### config.mk
export PLATFORM = sky130hd
export DESIGN_NAME = ram_burst_reader
export DESIGN_NICKNAME = d
export VERILOG_FILES = /design/src/rtl/ram_burst_reader.sv
export SDC_FILE = /design/constraint.sdc
export NUM_CORES = 1
export LEC_CHECK = 0
export CORE_MARGIN = 3
export CORE_UTILIZATION = 49
export CTS_CLUSTER_DIAMETER = 120
export DETAILED_ROUTE_END_ITERATION = 8
export PLACE_DENSITY = 0.83
export SLEW_MARGIN = 0
export SYNTH_ARGS = -nofsm -noshare
export SYNTH_HDL_FRONTEND = slang
export SYNTH_SLANG_ARGS = --single-unit
### constraint.sdc
create_clock -name i_clock -period 3 [get_ports i_clock]
set_input_delay 0.9 -clock i_clock [delete_from_list [all_inputs] [get_ports i_clock]]
set_output_delay 0.9 -clock i_clock [all_outputs]
set_load 0.05 [all_outputs]
### src/rtl/ram_burst_reader.sv
// Burst read master for port 1 of the 16x8 simple dual-port RAM.
// Walks the RAM from a start address (wrapping) and streams words over valid/ready.
module ram_burst_reader #(
   parameter int DATA_WIDTH = 8,
   parameter int ADDR_WIDTH = 4
) (
   input  logic                  i_clock,
   input  logic                  i_reset,
   input  logic                  i_start,
   input  logic [ADDR_WIDTH-1:0] i_start_addr,
   input  logic [ADDR_WIDTH:0]   i_burst_len,
   input  logic                  i_abort,
   output logic [ADDR_WIDTH-1:0] o_ram_addr,
   output logic                  o_ram_en,
   input  logic [DATA_WIDTH-1:0] i_ram_data,
   output logic [DATA_WIDTH-1:0] o_out_data,
   output logic                  o_out_valid,
   input  logic                  i_out_ready,
   output logic                  o_out_last,
   output logic                  o_busy,
   output logic                  o_done
);

   localparam logic [ADDR_WIDTH:0] LP_DEPTH = (ADDR_WIDTH+1)'(2**ADDR_WIDTH);

   typedef enum logic [1:0] {
      ST_IDLE,
      ST_LOAD,
      ST_SEND
   } state_t;

   state_t                r_state, w_state_next;
   logic [ADDR_WIDTH-1:0] r_ptr, w_ptr_next;
   logic [ADDR_WIDTH:0]   r_rem, w_rem_next;
   logic [DATA_WIDTH-1:0] r_out_data, w_out_data_next;
   logic                  r_done, w_done_next;
   logic [ADDR_WIDTH:0]   w_len_clamped;
   logic                  w_handshake;

   assign w_len_clamped = (i_burst_len > LP_DEPTH) ? LP_DEPTH : i_burst_len;
   assign w_handshake   = (r_state == ST_SEND) && i_out_ready;

   // NOTE: state is updated only with non-blocking assignments so every register
   // samples the pre-edge values, including the asynchronous RAM read data.
   always_ff @(posedge i_clock) begin
      if (i_reset) begin
         r_state    <= ST_IDLE;
         r_ptr      <= '0;
         r_rem      <= '0;
         r_out_data <= '0;
         r_done     <= 1'b0;
      end else begin
         r_state    <= w_state_next;
         r_ptr      <= w_ptr_next;
         r_rem      <= w_rem_next;
         r_out_data <= w_out_data_next;
         r_done     <= w_done_next;
      end
   end

   // NOTE: every combinational output is defaulted first, so no path can infer a latch.
   always_comb begin
      w_state_next    = r_state;
      w_ptr_next      = r_ptr;
      w_rem_next      = r_rem;
      w_out_data_next = r_out_data;
      w_done_next     = 1'b0;
      unique case (r_state)
         ST_IDLE: begin
            // abort in IDLE also masks a same-cycle start.
            if (i_start && !i_abort) begin
               w_ptr_next = i_start_addr;
               w_rem_next = w_len_clamped;
               if (w_len_clamped == '0) w_done_next  = 1'b1;
               else                     w_state_next = ST_LOAD;
            end
         end
         ST_LOAD: begin
            if (i_abort) begin
               w_state_next = ST_IDLE;
            end else begin
               w_out_data_next = i_ram_data;
               w_ptr_next      = r_ptr + ADDR_WIDTH'(1);
               w_rem_next      = r_rem - (ADDR_WIDTH+1)'(1);
               w_state_next    = ST_SEND;
            end
         end
         ST_SEND: begin
            if (i_abort) begin
               w_state_next = ST_IDLE;
            end else if (w_handshake) begin
               if (r_rem != '0) begin
                  w_out_data_next = i_ram_data;
                  w_ptr_next      = r_ptr + ADDR_WIDTH'(1);
                  w_rem_next      = r_rem - (ADDR_WIDTH+1)'(1);
               end else begin
                  w_state_next = ST_IDLE;
                  w_done_next  = 1'b1;
               end
            end
         end
         default: w_state_next = ST_IDLE;
      endcase
   end

   assign o_ram_addr  = r_ptr;
   assign o_ram_en    = (r_state == ST_LOAD) || (r_state == ST_SEND);
   assign o_busy      = o_ram_en;
   assign o_out_data  = r_out_data;
   assign o_out_valid = (r_state == ST_SEND);
   assign o_out_last  = (r_state == ST_SEND) && (r_rem == '0);
   assign o_done      = r_done;

endmodule
==> run_results.csv <==
group,metric,value,unit
routing,drtAntennaViolNets,0,
finish,fin_area,1640,sq um
clock_tree,clockBufferDepth,2,
placed_design,port_buffers,38,
synthesis,synth_fp_nets,165,
synthesis,synth_seq_cells,20,
sta,worst_pin_slew,0.548,ns
sta,finalWorstSetupSlack,0.188,ns
placed_design,gp_congestion,0.832,
sta,drv_slew,0,
clock_tree,cts.repair.resized,0,
synthesis,synth_cell_types,41,
floorplanning,die_y,55.4,um
worst_setup_path,worstPathRequired,2.10,ns
placed_design,dp_slack,0.304,ns
floorplanning,coreArea,2250,sq um
placed_design,place_area,1590,sq um
routing,wirelength,2.96,mm
routing,avgRoutedWirePerCell,14.7,um
clock_tree,root_buffer,"clkbuf_4",
clock_tree,cts_made_buffers,3,
power,p_per_area,849,nW/um^2
synthesis,yosysTopAreaCell,"dfxtp_1",
routing,viasPerCell,5.69,
synthesis,yosysMostFrequentCell,"dfxtp_1",
clock_tree,cts.reportedPaths.clkPinSlew,0.12,ns
synthesis,netlist_top_cells_area,"dfxtp_1 (33%), ha_1 (7.3%), a32o_2 (4.7%), nand3_1 (4.6%), a21oi_1 (4.2%)",
clock_tree,numClockSinks,20,
finish,fill_cells,187,
synthesis,syn_avg_cell_area,8.80,sq um
power,p_leak,0.638,nW
finish,antenna_cells,0,
power,fin_total_pwr,0.00139,W
power,ir_drop,0.000564,V
worst_setup_path,r2r_start,"r_state[0]",
synthesis,synth_top_flop_cell,"dfxtp_1",
synthesis,ys_seq_area_share,33.4,%
finish,drive_gt1_share,13.8,%
clock_tree,htreeDepth,1,
sta,rsz0062_at_grt,"no",
grt,gr-total-overflow,0,
clock_tree,cts_hold_buf,0,
status,status,"finished, final reports clean",
finish,area_delta_synth_final,37.1,%
sta,finalSetupTns,0,ns
worst_setup_path,critPathMaxFanout,8,
synthesis,async_flop_share,0,%
sta,fin_skew,0.00125,ns
synthesis,syn-instance-count,136,
routing,dr_total_vias,1150,
clock_tree,cts_tree,"built",
floorplanning,start_util,53.1,%
worst_setup_path,crit_path_start,"r_state[0]",
floorplanning,die_w,55.4,um
grt,groute.usage.overall,19.4,%
synthesis,synth_common_cells,"dfxtp_1 (20), nand3_1 (11), a21oi_1 (10), nand2_1 (10), o21ai_0 (10)",
sta,fmax,356,MHz
synthesis,synth_top_area_share,33.4,%
worst_setup_path,critPathLaunchType,"register",
worst_setup_path,cp.arrival,1.91,ns
worst_setup_path,end_kind,"output pin",
floorplanning,dieArea,3070,sq um
routing,drt-pass1-iter-count,4,
sta,slew_headroom,63.4,%
grt,grt_pass1_vias,1125,
floorplanning,rows,17,
job,cap_violations,0,
worst_hold_path,hold_start,"o_out_data[1]",
synthesis,netlist_area,1200,sq um
sta,final-hold-violation-count,0,
clock_tree,cts_setup_buffers,0,
placed_design,hpwl,2.25,mm
grt,grt_first_pass_wirelength,5.11,mm
clock_tree,clock_latency,0.29,ns
routing,drcViolationCount,0,
worst_hold_path,hold_class,"register to register",
routing,drt-initial-drc-count,19,
synthesis,synth_edf_count,0,
sta,fin_crit,2.81,ns
grt,antenna_found_initial,0,
grt,grt_max_degree,19,
sta,period_share,93.7,%
sta,setup_viol,0,
floorplanning,ios,39,
synthesis,yosys_warnings,0,
worst_setup_path,critPathKind,"register to output pin",
finish,fin_nets,204,
## kinds of logic after synthesis
group | share of synthesized area (%)
AO/OA/AOI/OAI | 29.5
adder cells (fa/ha/maj) | 7.31
buffers and inverters | 6.06
flip-flops | 33.4
multiplexers | 2.51
AND/OR/NAND/NOR | 21.2
## where the power goes
group	leakage, nW	total (W)	switching [W]	internal (W)
Sequential	0.163	0.000390	0.0000635	0.000327
Combinational	0.446	0.000784	0.000468	0.000316
Clock	0.0279	0.000218	0.0000836	0.000135
Total	0.638	0.00139	0.000615	0.000778
## layout make-up
cell class	count	area [sq um]	area share [%]
multi-input cells	100	724	44.1
flip-flops and latches	20	400	24.4
repair buffers	41	395	24.1
well taps	28	35.0	2.13
inverters	9	33.8	2.06
clock inverters	1	30.0	1.83
clock buffers	3	22.5	1.37
## metrics by stage
stage          utilization [%]  hold WS, ns  std cells
3_3_place_gp              70.5        0.463        198
6_report                  72.8        0.486        202
3_5_place_dp              70.5        0.469        198
2_1_floorplan                -        0.468        136
5_1_grt                   72.8        0.513        202
4_1_cts                   72.8        0.486        202
## routing by layer
layer  wire length, um  global-route usage [%]  share of wire [%]  vias to the layer above
li1                  -                       -                  -                      580
met1              1330                    25.9                 45                      534
met2              1480                    33.6                 50                       34
met3               147                    3.74                5.0                        2
met4                10                    1.74               0.34                        0
met5                 0                       0                  0                        -
## worst max-delay path: stages (launching register included)
cell             delay [ns]
dfxtp_1                0.36
inv_1                  0.10
ha_1                   0.31
clkdlybuf4s50_1        0.85
## worst paths after layout
check                                      to  slack (ns)  cells after the start
worst max register to register       r_rem[0]        0.75                      6
worst max-delay path              o_out_valid        0.19                      3
worst min-delay path            o_out_data[1]        0.49                      2
worst min register to register  o_out_data[1]        0.49                      2
## layout by cell type, fill, tap and decap left out, types with 3 or more instances in the layout
master	netlist	layout
nand3_1	11	11
inv_1	7	7
ha_1	7	7
nand2_1	10	10
nor2b_1	4	4
clkdlybuf4s50_1	0	35
mux2i_1	3	3
clkbuf_4	0	3
a21oi_1	10	10
o21ai_0	10	10
nor2_1	7	7
buf_4	1	6
o211ai_1	4	4
dfxtp_1	20	20
a32o_2	5	5
## sequential cells by signal, summed over array words and instances, names as in the netlist
register and flops:
o_ram_addr 4, r_rem 5, o_done 1, o_out_data 8, r_state 2
Power figures use the tool's default switching activity.
